**src/rtl/pcs_pkg.sv**
```systemverilog
// Shared 1000BASE-X PCS transmit constants: one-hot ordered-set requests,
// special code-group octets and the transmit ordered-set state encoding.
package pcs_pkg;

    // One-hot ordered-set requests to the code-group transmitter
    localparam logic [4:0] OS_R = 5'b00001;
    localparam logic [4:0] OS_S = 5'b00010;
    localparam logic [4:0] OS_T = 5'b00100;
    localparam logic [4:0] OS_D = 5'b01000;
    localparam logic [4:0] OS_I = 5'b10000;

    // Special code-group octets
    localparam logic [7:0] K28_5 = 8'hBC;
    localparam logic [7:0] K23_7 = 8'hF7;
    localparam logic [7:0] K27_7 = 8'hFB;
    localparam logic [7:0] K29_7 = 8'hFD;

    typedef enum logic [2:0] {
        ST_IDLE_1 = 3'd0,
        ST_IDLE_2 = 3'd1,
        ST_SOP    = 3'd2,
        ST_DATA   = 3'd3,
        ST_EOP    = 3'd4,
        ST_EPD2   = 3'd5,
        ST_EPD3   = 3'd6
    } tx_state_e;

    function automatic logic [7:0] sat_inc8(input logic [7:0] v);
        return (v == 8'hFF) ? v : v + 8'd1;
    endfunction

endpackage

```
**src/rtl/pcs_tx_ordered_set_if.sv**
```systemverilog
// GMII transmit side plus ordered-set request bundle of the PCS transmitter.
// master: GMII source / request consumer; slave: the ordered-set FSM.
interface pcs_tx_ordered_set_if;

    logic        TX_EN;
    logic        TX_ER;
    logic [7:0]  TXD;
    logic [4:0]  tx_o_set;
    logic [7:0]  TXD_out;
    logic        tx_even;
    logic [15:0] tx_frame_count;
    logic [7:0]  tx_err_count;

    modport master (
        output TX_EN,
        output TX_ER,
        output TXD,
        input  tx_o_set,
        input  TXD_out,
        input  tx_even,
        input  tx_frame_count,
        input  tx_err_count
    );

    modport slave (
        input  TX_EN,
        input  TX_ER,
        input  TXD,
        output tx_o_set,
        output TXD_out,
        output tx_even,
        output tx_frame_count,
        output tx_err_count
    );

endinterface

```
**src/rtl/pcs_tx_ordered_set.sv**
```systemverilog
// 1000BASE-X PCS transmit ordered-set FSM: GMII stream to I/S/D/T/R requests
// with even-slot /I/ alignment, frame counter and data-error counter.
// Ports: clk, mr_main_reset (async, active high), gmii (slave modport).
module pcs_tx_ordered_set
    import pcs_pkg::*;
(
    input  logic                   clk,
    input  logic                   mr_main_reset,
    pcs_tx_ordered_set_if.slave    gmii
);

    tx_state_e   state_q, state_d;
    logic [4:0]  tx_o_set_q, tx_o_set_d;
    logic [7:0]  txd_out_q, txd_out_d;
    logic        tx_even_q, tx_even_d;
    logic [15:0] frame_cnt_q, frame_cnt_d;
    logic [7:0]  err_cnt_q, err_cnt_d;

    always_comb begin
        state_d     = state_q;
        tx_o_set_d  = OS_I;
        txd_out_d   = K28_5;
        tx_even_d   = ~tx_even_q;
        frame_cnt_d = frame_cnt_q;
        err_cnt_d   = err_cnt_q;

        unique case (state_q)
            ST_IDLE_1: state_d = ST_IDLE_2;
            ST_IDLE_2: state_d = gmii.TX_EN ? ST_SOP : ST_IDLE_1;
            ST_SOP:    state_d = gmii.TX_EN ? ST_DATA : ST_EOP;
            ST_DATA:   state_d = gmii.TX_EN ? ST_DATA : ST_EOP;
            ST_EOP:    state_d = ST_EPD2;
            // A second R is needed when the slot after EPD2 would be odd,
            // so that the following /I/ starts on an even slot.
            ST_EPD2:   state_d = tx_even_q ? ST_EPD3 : ST_IDLE_1;
            ST_EPD3:   state_d = ST_IDLE_1;
            default:   state_d = ST_IDLE_1;
        endcase

        // Outputs are those of the state being entered (registered Moore).
        unique case (state_d)
            ST_SOP: begin
                tx_o_set_d = OS_S;
                txd_out_d  = K27_7;
            end
            ST_DATA: begin
                tx_o_set_d = OS_D;
                txd_out_d  = gmii.TXD;
                if (gmii.TX_ER) begin
                    err_cnt_d = sat_inc8(err_cnt_q);
                end
            end
            ST_EOP: begin
                tx_o_set_d  = OS_T;
                txd_out_d   = K29_7;
                frame_cnt_d = frame_cnt_q + 16'd1;
            end
            ST_EPD2, ST_EPD3: begin
                tx_o_set_d = OS_R;
                txd_out_d  = K23_7;
            end
            default: begin
                tx_o_set_d = OS_I;
                txd_out_d  = K28_5;
            end
        endcase
    end

    always_ff @(posedge clk or posedge mr_main_reset) begin
        if (mr_main_reset) begin
            state_q     <= ST_IDLE_1;
            tx_o_set_q  <= OS_I;
            txd_out_q   <= K28_5;
            tx_even_q   <= 1'b1;
            frame_cnt_q <= 16'd0;
            err_cnt_q   <= 8'd0;
        end else begin
            state_q     <= state_d;
            tx_o_set_q  <= tx_o_set_d;
            txd_out_q   <= txd_out_d;
            tx_even_q   <= tx_even_d;
            frame_cnt_q <= frame_cnt_d;
            err_cnt_q   <= err_cnt_d;
        end
    end

    assign gmii.tx_o_set       = tx_o_set_q;
    assign gmii.TXD_out        = txd_out_q;
    assign gmii.tx_even        = tx_even_q;
    assign gmii.tx_frame_count = frame_cnt_q;
    assign gmii.tx_err_count   = err_cnt_q;

endmodule

```
**src/flat_wrapper.sv**
```systemverilog
// flat-port wrapper written by rule: the top's interface ports become plain ports
module pcs_tx_ordered_set_flat import pcs_pkg::*;
  (clk, mr_main_reset, gmii_TX_EN, gmii_TX_ER, gmii_TXD, gmii_tx_o_set, gmii_TXD_out, gmii_tx_even, gmii_tx_frame_count, gmii_tx_err_count);
  pcs_tx_ordered_set_if gmii_i ();
  input  logic clk;
  input  logic mr_main_reset;
  input wire logic [$bits(gmii_i.TX_EN)-1:0] gmii_TX_EN;
  input wire logic [$bits(gmii_i.TX_ER)-1:0] gmii_TX_ER;
  input wire logic [$bits(gmii_i.TXD)-1:0] gmii_TXD;
  output wire logic [$bits(gmii_i.tx_o_set)-1:0] gmii_tx_o_set;
  output wire logic [$bits(gmii_i.TXD_out)-1:0] gmii_TXD_out;
  output wire logic [$bits(gmii_i.tx_even)-1:0] gmii_tx_even;
  output wire logic [$bits(gmii_i.tx_frame_count)-1:0] gmii_tx_frame_count;
  output wire logic [$bits(gmii_i.tx_err_count)-1:0] gmii_tx_err_count;
  assign gmii_i.TX_EN = gmii_TX_EN;
  assign gmii_i.TX_ER = gmii_TX_ER;
  assign gmii_i.TXD = gmii_TXD;
  assign gmii_tx_o_set = gmii_i.tx_o_set;
  assign gmii_TXD_out = gmii_i.TXD_out;
  assign gmii_tx_even = gmii_i.tx_even;
  assign gmii_tx_frame_count = gmii_i.tx_frame_count;
  assign gmii_tx_err_count = gmii_i.tx_err_count;
  pcs_tx_ordered_set u_core (.clk(clk), .mr_main_reset(mr_main_reset), .gmii(gmii_i));
endmodule
```
**config.mk**
```make
export PLATFORM = sky130hd
export DESIGN_NAME = pcs_tx_ordered_set_flat
export DESIGN_NICKNAME = d
export VERILOG_FILES = /design/src/rtl/pcs_pkg.sv /design/src/rtl/pcs_tx_ordered_set_if.sv /design/src/rtl/pcs_tx_ordered_set.sv /design/src/flat_wrapper.sv
export SDC_FILE = /design/constraint.sdc
export NUM_CORES = 1
export LEC_CHECK = 0
export CORE_MARGIN = 2
export CORE_UTILIZATION = 50
export CTS_CLUSTER_DIAMETER = 200
export DETAILED_ROUTE_END_ITERATION = 16
export PLACE_DENSITY = 0.8
export SETUP_SLACK_MARGIN = 0.05
export SLEW_MARGIN = 30
export SYNTH_ARGS = -nofsm -noshare
export SYNTH_HDL_FRONTEND = slang
export SYNTH_SLANG_ARGS = --single-unit
```
**constraint.sdc**
```tcl
create_clock -name clk -period 2.65 [get_ports clk]
set_input_delay 0.53 -clock clk [delete_from_list [all_inputs] [get_ports clk]]
set_output_delay 0.53 -clock clk [all_outputs]
set_load 0.02 [all_outputs]
```
Word level (Yosys, flattened, before mapping)

Index checks and enable logic that the tools add are counted.

Add/sub/neg operators: 2
Equality and inequality tests: 11
Muxes and demuxes: 6
Bitwise operators: 2
Reductions and logical operators: 4

Operators with widths:

| operator                | number |
|---|---|
| $pmux W8 S4             | 1 |
| $pmux W5 S4             | 1 |
| $add A16 B1 Y16 const B | 1 |
| $eq A3 B3 Y1 const B    | 5 |
| $pmux W3 S5             | 1 |
| $eq A3 B2 Y1 const B    | 4 |
| $add A8 B1 Y8 const B   | 1 |
| $eq A8 B8 Y1 const B    | 1 |
| $mux W3                 | 2 |
| $reduce_or A2 Y1        | 2 |
| $eq A3 B1 Y1 const B    | 1 |
| $logic_not A3 Y1        | 1 |
| $reduce_and A3 Y1       | 1 |
| $mux W2                 | 1 |
| $not A1 Y1              | 2 |

Flip-flop bits (word level): 41
Input port bits: 12
Output and inout port bits: 38
Word-level logic and storage cells: 31

Longest topological paths before layout

Gate-level depths: netlist (run 1).

Depth in word-level cells: 6
Depth in mapped cells: 5
Mapped depth without buffers: 5

Worst setup path after synthesis (run 1)

OpenSTA, ideal clock, no wires.

Path kind: flip-flop to flip-flop
Start point: register u_core.frame_cnt_q[0] (netlist: u_core.gmii.tx_frame_count[0])
End point: register u_core.frame_cnt_q[12] (netlist: u_core.gmii.tx_frame_count[12])
Setup time: 130 ps
Arrival: 1389 ps
Data required time: 2520 ps
Slack: 1131 ps
Stages on the path, launching flop included: 6
Buffers on the path: 0
Period minus slack after synthesis: 1519 ps
Cells stage by stage: dfrtp_1 ha_1 nand4bb_1 nor4_4 nand3_1 xnor2_1

Cells in the longest elaborated chain, start to end: 1

RTL lines:

| item                   | RTL line                 | RTL |
|---|---|---|
| start, declared        | pcs_tx_ordered_set.sv:16 | `logic [15:0] frame_cnt_q, frame_cnt_d;` |
| start signal, assigned | pcs_tx_ordered_set.sv:82 | `frame_cnt_q <= frame_cnt_d;` |
| $add A16 B1 Y16        | pcs_tx_ordered_set.sv:56 | `frame_cnt_d = frame_cnt_q + 16'd1;` |

Every way passes these cells.
A chain may end at the register's enable or synchronous reset.

Worst setup path after layout (run 1)

Start point: register u_core.tx_even_q (netlist: u_core.gmii.tx_even)
End point: output gmii_tx_even

RTL lines:

| item                   | RTL line                 | RTL |
|---|---|---|
| start, declared        | pcs_tx_ordered_set.sv:15 | `logic tx_even_q, tx_even_d;` |
| start signal, assigned | pcs_tx_ordered_set.sv:81 | `tx_even_q <= tx_even_d;` |
| end, declared          | flat_wrapper.sv:12       | `output wire logic [$bits(gmii_i.tx_even)-1:0] gmii_tx_even;` |

No word-level cell between the ends.

==> results by group, run 1 <==
Yosys
  • Async SR Flop Fraction: 100%
  • Synth Area per Inst: 12.4 um^2
  • Xor/xnor share of the synthesized area: 10.0%
  • Compound-Gate Fraction of Synth Area: 4.59%
  • Sequential share of the synthesized area: 59.3%
  • Register bit total from synthesis: 41
  • Synth Area in Adders: 1.43%
  • Synth cell types: 34
  • Main flop type after synthesis: dfrtp_1
  • Gate Count Post-Synth: 141
  • Post-synthesis mux area share: 1.94%
  • Post-synth EDFFs: 0
  • Syn Nets: 155
  • Yosys warnings: 0
  • Mapped cell area: 1750 um^2
  • Post-synthesis simple-gate area fraction: 20.8%
  • Largest family of logic cells by synthesized area: simple AND/OR/NAND/NOR gates

Floorplan
  • Initial core utilization: 52.3%
  • Die extent in x: 63.1 um
  • IO Count: 50
  • Chip Height: 63.1 um
  • Num rows: 21
  • Die area: 3980 um^2
  • Core area: 3340 um^2

Final layout
  • Commonest non-fill, non-tap cell in the layout: clkdlybuf4s50_1
  • Ant. Diodes: 0
  • Final net count: 211
  • Area growth, synth to finish: 36.3%
  • Most frequent cells in the layout: clkdlybuf4s50_1 (49), dfrtp_1 (34), xnor2_1 (16)
  • Finished Cell Area: 2380 um^2
  • Final core utilization: 71.3%
  • Share of layout cells above drive strength 1: 12.6%

Route
  • WL per Instance: 14.3 um
  • Vias: 1277
  • Vias per std cell: 5.23
  • Final WL: 3480 um
  • Initial DRC count: 41
  • Post-route ant nets: 0
  • DRC viols: 0
  • Drt pass-1 iters: 4

Global routing
  • First-pass GRT wire length: 6130 um
  • Total gr overflow: 0
  • Number of global-route vias before repair: 1328
  • Initial antenna violation count: 0
  • GRT Util Overall: 19.9%
  • Largest net degree at the start of global routing: 42

CTS
  • CTS tree: built
  • Clock Sinks: 41
  • Post-cts sizing count: 0
  • Root buf cell: clkbuf_4
  • Worst-skew pair later-pin latency: 0.34 ns
  • Clock transition at path regs: 0.10 ns
  • Hold Buf Count CTS: 0
  • Num CTS Buffers: 5
  • # Post-CTS Setup Buffers: 0
  • H-tree depth: 2
  • CTS max path bufs: 2

Flow run
  • Number of max-cap violations: 0

STA
  • Setup TNS: 0 ns
  • Slew margin rel.: 67.2%
  • Tightest Pin Transition: 0.493 ns
  • RSZ-0062 raised after global routing: false
  • Worst hold margin: 0.463 ns
  • # setup viols final: 0
  • Post-route clock period utilization: 76.5%
  • Max Fclk: 0.493 GHz
  • Final min period: 2.03 ns
  • Final Max Tran Viols: 0
  • Final hold vios: 0
  • Clock Skew: 0.0159 ns

Power and ir drop
  • Total power draw: 2.05 mW
  • Leak: 1.04 nW
  • Pwr dens: 862 nW/um^2
  • Worst IR Drop VDD: 0.000541 V

Worst setup path
  • Worst setup EP type: output port
  • Critical Path Start Type: register
  • CP bufs+invs: 1
  • Critical path arrival: 1.50 ns
  • Crit path to: gmii_tx_even
  • R2r startpoint: u_core.state_q[1]$_DFF_PP0_
  • Crit-path cells: clkdlybuf4s50_1
  • Crit path max-delay family: buffers and inverters
  • Worst path max stage delay: 0.60 ns
  • FF-to-FF End: u_core.gmii.tx_frame_count[12]$_DFFE_PP0P_
  • Reg2reg setup slack: 1.03 ns
  • Reg2reg path depth: 4
  • Required time worst endpoint: 2.12 ns
  • Worst setup startpoint: u_core.gmii.tx_even$_DFF_PP1_
  • CP max stage cell: clkdlybuf4s50_1
  • Setup CP Type: register to output port
  • WP depth: 1
  • Worst-path maximum fanout: 4

Status
  • Status: completed

Placement
  • Cell Area, Placed: 2290 um^2
  • Routability Congestion: 0.786
  • Port bufs: 49
  • Dpl hpwl: 2570 um

Min path
  • Worst hold-check path type: register to register
worst min path at each step:
stage,from,to,slack [ns],cells after the start
2_1_floorplan,u_core.gmii.tx_even$_DFF_PP1_,u_core.gmii.tx_even$_DFF_PP1_,0.48,1
3_3_place_gp,u_core.gmii.tx_even$_DFF_PP1_,u_core.gmii.tx_even$_DFF_PP1_,0.44,1
3_5_place_dp,u_core.gmii.tx_even$_DFF_PP1_,u_core.gmii.tx_even$_DFF_PP1_,0.44,1
4_1_cts,u_core.gmii.tx_even$_DFF_PP1_,u_core.gmii.tx_even$_DFF_PP1_,0.47,1
5_1_grt,u_core.gmii.tx_even$_DFF_PP1_,u_core.gmii.tx_even$_DFF_PP1_,0.48,1
6_report,u_core.gmii.tx_even$_DFF_PP1_,u_core.gmii.tx_even$_DFF_PP1_,0.46,1
logic make-up after synthesis:
group           after synthesis
fa+ha+maj                     2
flops                        41
xor+xnor                     20
buf+inv                       8
mux                           3
compound gates               12
simple gates                 55
cells in the mapped netlist (2+ instances only):
library cell   n  area [um^2]
a21oi_1        4         20.0
and3_1         2         12.5
dfrtp_1       34          851
dfstp_2        7          184
ha_1           2         25.0
inv_1          5         18.8
inv_2          2         7.51
mux2_1         3         33.8
nand2_1       10         37.5
nand2b_1       6         37.5
nand3_1        8         40.0
nand4_1        8         50.1
nor2_1         8         30.0
nor4_4         2         42.5
o21a_1         2         15.0
o21ai_1        2         10.0
xnor2_1       16          140
xor2_1         4         35.0
power by group:
group / total [mW] / internal [mW] / switching [mW]
Clock: 0.418 / 0.225 / 0.193
Sequential: 0.940 / 0.784 / 0.156
Combinational: 0.692 / 0.347 / 0.345
per-layer routing:
metal / track usage, % / up-vias / routed length [um]
li1: - / 598 / -
met1: 23.1 / 628 / 1370
met2: 34.6 / 45 / 1830
met3: 5.71 / 6 / 219
met4: 7.78 / 0 / 51
met5: 0 / - / 0
flip-flops by register name, indices dropped and copies added (netlist names):
register / count
u_core.gmii.tx_o_set: 5
u_core.gmii.TXD_out: 8
u_core.gmii.tx_err_count: 8
u_core.gmii.tx_frame_count: 16
u_core.state_q: 3
u_core.gmii.tx_even: 1
stage by stage:
step | cells | setup WS (ns)
2_1_floorplan | 141 | 1.13
3_3_place_gp | 236 | 0.562
3_5_place_dp | 236 | 0.453
4_1_cts | 244 | 0.605
5_1_grt | 244 | 0.561
6_report | 244 | 0.623
area by class of cell:
class / instances / area, um^2
clock buffer: 7 / 55.1
clock inverter: 1 / 30.0
fill: 264 / 958
inverter: 7 / 26.3
multi-input combinational: 92 / 677
sequential: 41 / 1030
tap: 46 / 57.6
timing repair buffer: 50 / 498
(Power assumes the default switching activity.)
==> run 2, diff against run 1 <==
--- a/config.mk
+++ b/config.mk
@@ -6,10 +6,10 @@
 export NUM_CORES = 1
 export LEC_CHECK = 0
 export CORE_MARGIN = 2
-export CORE_UTILIZATION = 50
+export CORE_UTILIZATION = 47
 export CTS_CLUSTER_DIAMETER = 200
 export DETAILED_ROUTE_END_ITERATION = 16
-export PLACE_DENSITY = 0.8
+export PLACE_DENSITY = 0.76
 export SETUP_SLACK_MARGIN = 0.05
 export SLEW_MARGIN = 30
 export SYNTH_ARGS = -nofsm -noshare
==> constraint.sdc (replaced) <==
create_clock -name clk -period 2.1 [get_ports clk]
set_input_delay 0.42 -clock clk [delete_from_list [all_inputs] [get_ports clk]]
set_output_delay 0.42 -clock clk [all_outputs]
set_load 0.02 [all_outputs]
==> run 2 against run 1 <==
  * Clock skew down 0.0098 ns
  * Die area up 6.0%
  * Total power is 23% higher
  * Clock power is 15% higher
  * Critical endpoint unchanged
  * Highest routed layer unchanged
==> results by group, run 2 (same netlist as run 1, synthesis figures left out) <==
Status
  • Status: completed

Min path
  • Hold endpoint: u_core.gmii.tx_even$_DFF_PP1_
  • Worst hold-check path type: register to register
  • Hold Path Origin: u_core.gmii.tx_even$_DFF_PP1_
  • Hold Path Stages: 1 (unchanged)

Placement
  • Post-Place Setup Slack: 0.0772 ns (-0.375 ns)
  • Cell Area, Placed: 2300 um^2 (+0.11%)
  • Routability Congestion: 0.760 (-3.4%)
  • Placed Cells incl. Taps: 238 (+0.85%)
  • Dpl hpwl: 2520 um (-2.1%)
  • Port bufs: 49 (unchanged)

Worst setup path
  • Worst setup EP type: output port
  • R2r startpoint: u_core.state_q[1]$_DFF_PP0_
  • Critical path arrival: 1.44 ns (-0.06 ns)
  • FF-to-FF End: u_core.gmii.tx_frame_count[1]$_DFFE_PP0P_
  • Crit path max-delay family: buffers and inverters
  • Setup CP Type: register to output port
  • Crit-path cells: clkdlybuf4s50_1
  • Worst-path maximum fanout: 4 (unchanged)
  • CP bufs+invs: 1 (unchanged)
  • Reg2reg setup slack: 0.53 ns (-0.50 ns)
  • Required time worst endpoint: 1.68 ns (-0.44 ns)
  • Critical Path Start Type: register
  • CP max stage cell: clkdlybuf4s50_1
  • Reg2reg path depth: 3 (-1)
  • Worst path max stage delay: 0.60 ns (about the same)

STA
  • Final hold vios: 0 (unchanged)
  • RSZ-0062 raised after global routing: false
  • Slew margin rel.: 67.0% (-0.17 points)
  • Tightest Pin Transition: 0.495 ns (+0.00253 ns)
  • Worst setup margin: 0.236 ns (-0.387 ns)
  • Final min period: 1.86 ns
  • Post-route clock period utilization: 88.8%
  • Final Max Tran Viols: 0 (unchanged)
  • Setup TNS: 0 ns (unchanged)
  • # setup viols final: 0 (unchanged)
  • Clock Skew: 0.00609 ns (-0.00983 ns)
  • Max Fclk: 0.536 GHz

Power and ir drop
  • Leak: 1.04 nW (about the same)
  • Pwr dens: 1060 nW/um^2 (+23%)
  • Worst IR Drop VDD: 0.000527 V (-2.6%)

Global routing
  • Largest net degree at the start of global routing: 42 (unchanged)
  • First-pass GRT wire length: 5910 um (-3.6%)
  • GRT Util Overall: 18.7% (-1.2 points)
  • Number of global-route vias before repair: 1283 (-3.4%)
  • Total gr overflow: 0 (unchanged)
  • Initial antenna violation count: 0 (unchanged)

Flow run
  • Number of max-cap violations: 0 (unchanged)

Floorplan
  • Initial core utilization: 48.4% (-3.9 points)
  • Chip Height: 64.9 um (+2.9%)
  • Num rows: 22 (+4.8%)
  • Die extent in x: 64.9 um (+2.9%)
  • Core area: 3610 um^2 (+8.1%)
  • Die area: 4220 um^2 (+6.0%)
  • IO Count: 50 (unchanged)

Final layout
  • Share of layout cells above drive strength 1: 12.6% (unchanged)
  • Ant. Diodes: 0 (unchanged)
  • Max reg flops: 16 (unchanged)
  • Most frequent cells in the layout: clkdlybuf4s50_1 (49), dfrtp_1 (34), xnor2_1 (16)
  • Non-filler cells, final: 246 (+0.82%)
  • Commonest non-fill, non-tap cell in the layout: clkdlybuf4s50_1
  • Finished Cell Area: 2380 um^2 (unchanged)
  • Area growth, synth to finish: 36.3% (unchanged)
  • Final net count: 211 (unchanged)

Route
  • DRC viols: 0 (unchanged)
  • Vias: 1256 (-1.6%)
  • Drt pass-1 iters: 4 (unchanged)
  • Initial DRC count: 56 (+37%)
  • Vias per std cell: 5.11 (-2.4%)
  • WL per Instance: 13.5 um (-5.2%)
  • Final WL: 3330 um (-4.5%)
  • Post-route ant nets: 0 (unchanged)

CTS
  • Clock Sinks: 41 (unchanged)
  • Post-cts sizing count: 0 (unchanged)
  • Clock transition at path regs: 0.07 ns (-0.03 ns)
  • Root buf cell: clkbuf_8
  • Hold Buf Count CTS: 0 (unchanged)
  • Num CTS Buffers: 5 (unchanged)
  • CTS max path bufs: 2 (unchanged)
  • CTS tree: built
  • Worst-skew pair later-pin latency: 0.29 ns (-0.05 ns)
  • # Post-CTS Setup Buffers: 0 (unchanged)
  • H-tree depth: 2 (unchanged)
-- run 2: cell types whose count changed in the layout (fill, tap and decap cells not counted) --
cell       previous run  this run
bufinv_16             1         0
clkinv_2              0         2
clkbuf_8              1         5
clkbuf_4              5         0
-- run 2: routing by layer --
metal  wire length, um  vias up  GRT usage [%]
met5                 0        -              0
met1              1390      614           22.3
met2              1700       35           30.7
met4                63        0           7.45
li1                  -      599              -
met3               173        8           6.60
-- run 2: how the worst max path moves through the flow --
stage	from	end	slack (ns)	cells after the start
floorplan	u_core.gmii.tx_frame_count[0]$_DFFE_PP0P_	u_core.gmii.tx_frame_count[12]$_DFFE_PP0P_	0.58	5
global placement	gmii_TX_EN	u_core.gmii.tx_frame_count[15]$_DFFE_PP0P_	0.14	5
detailed placement	gmii_TX_EN	u_core.gmii.tx_frame_count[13]$_DFFE_PP0P_	0.08	5
CTS	u_core.gmii.tx_even$_DFF_PP1_	gmii_tx_even	0.22	1
global route	u_core.gmii.tx_even$_DFF_PP1_	gmii_tx_even	0.18	1
finish	u_core.gmii.tx_even$_DFF_PP1_	gmii_tx_even	0.24	1
-- run 2: layout make-up --
| type | count | area [um^2] |
|---|---|---|
| timing repair buffer | 50 | 498 |
| clock buffer | 6 | 72.6 |
| clock inverter | 2 | 10.0 |
| tap | 48 | 60.1 |
| multi-input combinational | 92 | 677 |
| fill | 281 | 1230 |
| inverter | 7 | 26.3 |
| sequential | 41 | 1030 |
-- run 2: through the flow --
| stage | hold WS (ns) | utilization (%) | power [mW] |
|---|---|---|---|
| 6_report | 0.458 | 66.0 | 2.52 |
| 2_1_floorplan | 0.477 | - | 1.65 |
| 3_5_place_dp | 0.444 | 63.7 | 2.07 |
| 3_3_place_gp | 0.439 | 63.7 | 2.04 |
| 4_1_cts | 0.461 | 66.0 | 2.56 |
| 5_1_grt | 0.483 | 66.0 | 2.69 |
-- run 2: where the power goes --
part	internal [mW]	switching [mW]	total (mW)
clock network	0.230	0.252	0.482
logic	0.438	0.424	0.862
registers	0.990	0.189	1.18
